$ cat src/rtl/seq_divider.sv
// Iterative radix-2 restoring divider: one quotient bit per clock over a start/done handshake.
// Define DIV_SIGNED_EN to add the is_signed input for signed DIV/REM semantics.
module seq_divider #(
  parameter int WIDTH = 32,
  parameter int CNT_W = 6
) (
  input  logic             clk,
  input  logic             rst,
  input  logic             start,
`ifdef DIV_SIGNED_EN
  input  logic             is_signed,
`endif
  input  logic [WIDTH-1:0] dividend,
  input  logic [WIDTH-1:0] divisor,
  output logic             busy,
  output logic             done,
  output logic [WIDTH-1:0] quotient,
  output logic [WIDTH-1:0] remainder,
  output logic             div_by_zero
);

  typedef enum logic [1:0] {S_IDLE, S_RUN, S_FINISH} state_t;

  state_t           r_state;
  logic [WIDTH-1:0] r_d;
  logic [WIDTH-1:0] r_q;
  // The partial remainder always stays below the divisor, so only the shifted trial needs the extra bit.
  logic [WIDTH-1:0] r_p;
  logic [CNT_W-1:0] r_cnt;
  logic             r_dzero;

  logic [WIDTH:0]   w_pShift;
  logic [WIDTH:0]   w_trial;
  logic [WIDTH-1:0] w_dvdIn;
  logic [WIDTH-1:0] w_dvsIn;
  logic [WIDTH-1:0] w_qOut;
  logic [WIDTH-1:0] w_rOut;
  logic             w_dvsZero;

  assign w_dvsZero = (divisor == '0);
  assign w_pShift  = {r_p, r_q[WIDTH-1]};
  assign w_trial   = w_pShift - {1'b0, r_d};

`ifdef DIV_SIGNED_EN
  logic r_negQ;
  logic r_negR;
  logic w_dvdNeg;
  logic w_dvsNeg;

  assign w_dvdNeg = is_signed & dividend[WIDTH-1];
  assign w_dvsNeg = is_signed & divisor[WIDTH-1];
  // A zero divisor keeps the raw dividend in Q so it can be returned unchanged as the remainder.
  assign w_dvdIn  = (w_dvdNeg && !w_dvsZero) ? ({WIDTH{1'b0}} - dividend) : dividend;
  assign w_dvsIn  = w_dvsNeg ? ({WIDTH{1'b0}} - divisor) : divisor;
  assign w_qOut   = r_negQ ? ({WIDTH{1'b0}} - r_q) : r_q;
  assign w_rOut   = r_negR ? ({WIDTH{1'b0}} - r_p) : r_p;
`else
  assign w_dvdIn  = dividend;
  assign w_dvsIn  = divisor;
  assign w_qOut   = r_q;
  assign w_rOut   = r_p;
`endif

  always_ff @(posedge clk) begin
    if (rst) begin
      r_state     <= S_IDLE;
      r_d         <= '0;
      r_q         <= '0;
      r_p         <= '0;
      r_cnt       <= '0;
      r_dzero     <= 1'b0;
      busy        <= 1'b0;
      done        <= 1'b0;
      quotient    <= '0;
      remainder   <= '0;
      div_by_zero <= 1'b0;
`ifdef DIV_SIGNED_EN
      r_negQ      <= 1'b0;
      r_negR      <= 1'b0;
`endif
    end else begin
      case (r_state)
        S_IDLE: begin
          done <= 1'b0;
          // Returning from FINISH: busy still high here, so a start in the done cycle is dropped.
          if (busy) begin
            busy <= 1'b0;
          end else if (start) begin
            r_d     <= w_dvsIn;
            r_q     <= w_dvdIn;
            r_p     <= '0;
            r_cnt   <= CNT_W'(WIDTH);
            r_dzero <= w_dvsZero;
            busy    <= 1'b1;
`ifdef DIV_SIGNED_EN
            r_negQ  <= (w_dvdNeg ^ w_dvsNeg) & ~w_dvsZero;
            r_negR  <= w_dvdNeg & ~w_dvsZero;
`endif
            r_state <= w_dvsZero ? S_FINISH : S_RUN;
          end
        end
        S_RUN: begin
          if (!w_trial[WIDTH]) begin
            r_p <= w_trial[WIDTH-1:0];
            r_q <= {r_q[WIDTH-2:0], 1'b1};
          end else begin
            r_p <= w_pShift[WIDTH-1:0];
            r_q <= {r_q[WIDTH-2:0], 1'b0};
          end
          r_cnt <= r_cnt - CNT_W'(1);
          if (r_cnt == CNT_W'(1)) r_state <= S_FINISH;
        end
        S_FINISH: begin
          if (r_dzero) begin
            quotient    <= '1;
            remainder   <= r_q;
            div_by_zero <= 1'b1;
          end else begin
            quotient    <= w_qOut;
            remainder   <= w_rOut;
            div_by_zero <= 1'b0;
          end
          done    <= 1'b1;
          r_state <= S_IDLE;
        end
        default: r_state <= S_IDLE;
      endcase
    end
  end

endmodule
$ cat config.mk
export PLATFORM = sky130hd
export DESIGN_NAME = seq_divider
export DESIGN_NICKNAME = d
export VERILOG_FILES = /design/src/rtl/seq_divider.sv
export SDC_FILE = /design/constraint.sdc
export NUM_CORES = 1
export LEC_CHECK = 0
export ABC_AREA = 1
export CAP_MARGIN = 40
export CORE_MARGIN = 3
export CORE_UTILIZATION = 45
export DETAILED_ROUTE_END_ITERATION = 16
export HOLD_SLACK_MARGIN = 0.03
export PLACE_DENSITY = 0.65
export SLEW_MARGIN = 20
export SYNTH_ARGS = -nofsm -noshare
export SYNTH_HDL_FRONTEND = slang
export SYNTH_SLANG_ARGS = --single-unit
export TNS_END_PERCENT = 10
$ cat constraint.sdc
create_clock -name clk -period 3.6 [get_ports clk]
set_clock_uncertainty 0.15 [all_clocks]
set_input_delay 0.36 -clock clk [delete_from_list [all_inputs] [get_ports clk]]
set_output_delay 0.36 -clock clk [all_outputs]
set_load 0.03 [all_outputs]
==> results.ini <==
[clock_network]
cts_sinks = 172
cts_tree = yes
cts_setup_buffers = 0
clk_pin_slew_worst_paths_ns = 0.08
root_buffer = clkbuf_16
clk_latency_ns = 0.44
cts_buffers = 17
cts_buffer_depth = 2
ctsHoldBuffers = 0
cts.htree.levels = 4
cts_resized = 0

[sta]
drv_slew = 0
layout_setup_ws_ns = 0.617
period_needed_ns = 2.98
setup-tns-final_ns = 0
rsz0062_at_grt = false
max_freq_mhz = 335
fin_crit_sh_pct = 82.9
tightest_slew_ns = 0.766
finalHoldViolations = 0
finalSetupViolCount = 0
slew_headroom_pct = 48.9

[route]
wl_mm = 29.7
firstDrtPassIters = 5
via_per_inst = 5.14
avgRoutedWirePerCell_um = 15.6
drc = 0
vias = 9813
ant_nets = 0
detail_route.iter0.violations = 761

[yosys]
synth_top_family_by_area = simple AND/OR/NAND/NOR gates
synth_edf_count = 0
synth-main-ff-cell = dfxtp_1
synth_fa_ha_area_share_pct = 4.57
synth_area_per_cell_um2 = 6.38
ys_ff_latch = 172
synth_area_um2 = 9740
synth_cells = 1528
synthXorXnorAreaFrac_pct = 1.35
synth-simple-area-share_pct = 31.1
synth_compound_area_share_pct = 15.8
synth_fp_nets = 1630
yosys_warnings = 0
async_reset_ff_share_pct = 0
synth_cell_types = 39
ys_seq_area_share_pct = 35.3
synthMuxAreaShare_pct = 0

[outcome]
outcome = finished, final reports clean

[finish]
nets = 1722
multi_input_area_um2 = 5180
most-common-layout-cells = 508 x nand2_1, 214 x inv_1, 171 x dfxtp_1, 153 x a21oi_1, 132 x clkdlybuf4s50_1
seq_area_um2 = 3440
area_growth_pct = 22.0
diodes = 0
fill_cells = 2149
drive_above_1_share_pct = 5.70
final_common_cell = nand2_1

[critical_path]
worstPathRequired_ns = 3.82
crit_chain = inv_1 > ha_1 > inv_1 > fa_1 > nand2_1 > nand2_1 > nand3_2 > nand2_2 > nand2_2 > nand2_4 > nand2_4 > nand2_4 > nand2_4 > nand2_2 > nand2_1 > nand3_1 > a21oi_1
cp-start-kind = flop
critPathMostFrequentCell = nand2_4
critPathSlowestCell = fa_1
critPathCaptureType = flop
arrival_ns = 3.20
max_stage_delay_ns = 0.40
path_class = flop to flop
worst-path-max-fanout = 26

[die]
fp.dieW_um = 153
core-area_um2 = 21200
dieArea_um2 = 23500
fp-row-count = 53
io_pins = 134
die_height_um = 153
initial_utilization_pct = 46.1

[grt]
grt_antenna_before_repair = 0
grt_pass1_vias = 9355
grt_usage_pct = 25.2
grt_max_degree = 67
grt_pass1_wl_mm = 48.5
grt-ovfl-total = 0

[worst_hold_path]
min_path_type = flop to flop

[place]
place_ws_ns = 0.639
dp_hpwl_mm = 21.6
portBuffers = 133
gp_congestion = 0.907

[power]
power_density_nw_per_um2 = 599
p_leak_nw = 5.34
max-vdd-ir-drop_mv = 0.364

[flow_run]
maxCapViolCount = 0

==> final timing paths <==
| kind | start | endpoint | slack [ns] | cells past startpoint |
|---|---|---|---|---|
| setup reg to reg | r_q[31]$_SDFFE_PP0P_ | r_p[17]$_SDFFE_PP0P_ | 0.62 | 17 |
| hold / removal | quotient[6]$_SDFFE_PP0P_ | quotient[6]$_SDFFE_PP0P_ | 0.31 | 2 |
| setup / recovery | r_q[31]$_SDFFE_PP0P_ | r_p[17]$_SDFFE_PP0P_ | 0.62 | 17 |
| hold reg to reg | quotient[6]$_SDFFE_PP0P_ | quotient[6]$_SDFFE_PP0P_ | 0.31 | 2 |
==> report_power, final <==
group          switching [mW]  total [mW]  leakage [nW]  internal (mW)
Combinational            2.05        3.04          3.64          0.986
Clock                   0.937        1.89         0.296          0.957
Sequential              0.129        2.18          1.40           2.05
Total                    3.12        7.12          5.34           4.00
==> cells by family after synthesis <==
family | Yosys count
simple gates | 715
buf+inv | 297
compound gates | 294
flops | 172
fa+ha+maj | 35
xor+xnor | 15
==> registers in the layout, summed over array words and instances (netlist names) <==
| name | cells |
|---|---|
| busy | 1 |
| r_dzero | 1 |
| done | 1 |
| quotient | 32 |
| r_q | 32 |
| div_by_zero | 1 |
| r_state | 2 |
| remainder | 32 |
| r_p | 32 |
| r_cnt | 6 |
| r_d | 32 |
==> metrics by stage <==
step | util [%] | total power, mW | std cells | area (um2) | hold slack [ns]
floorplan | - | 4.42 | 1528 | 9740 | 0.294
global placement | 53.0 | 5.20 | 1873 | 11200 | 0.298
detailed placement | 53.3 | 5.23 | 1876 | 11300 | 0.303
CTS | 56.2 | 7.12 | 1908 | 11900 | 0.315
global route | 56.2 | 7.63 | 1908 | 11900 | 0.333
finish | 56.2 | 7.12 | 1908 | 11900 | 0.312
==> area by class of cell <==
type	count	share of cell area, %
clock buffers	18	3.69
inverters	224	7.07
well taps	275	2.89
multi-input cells	1059	43.6
repair buffers	146	12.4
clock inverters	14	1.41
flip-flops and latches	172	29.0
==> layer usage <==
metal / part of all wire (%) / GRT usage (%) / wire length [um] / vias to the layer above
met3: 4.4 / 3.40 / 1310 / 38
met2: 47 / 42.0 / 14000 / 234
met1: 47 / 34.3 / 13800 / 4507
met4: 1.9 / 7.00 / 571 / 0
met5: 0 / 0 / 0 / -
li1: - / - / - / 5034
==> synth_stat cells (11+ instances only) <==
cell type  count  area share (%)
a21oi_1      153             7.9
a31oi_1       32             2.1
clkbuf_1      61             2.3
dfxtp_1      172              35
ha_1          34             4.4
inv_1        216             8.3
nand2_1      508              20
nand3_1       89             4.6
nand3_2       14             1.4
nand4_1       11            0.71
nor2_1        56             2.2
o21ai_0      101             5.2
==> worst max-delay path: cells and delay by family, from the launching register on <==
family                   cells  cell delay [ns]
flip-flops                   1             0.33
AND/OR/NAND/NOR             12             1.53
adder cells (fa/ha/maj)      2             0.56
buffers and inverters        2             0.17
AO/OA/AOI/OAI                1             0.16
No activity file was read; power rests on OpenSTA's default activity.
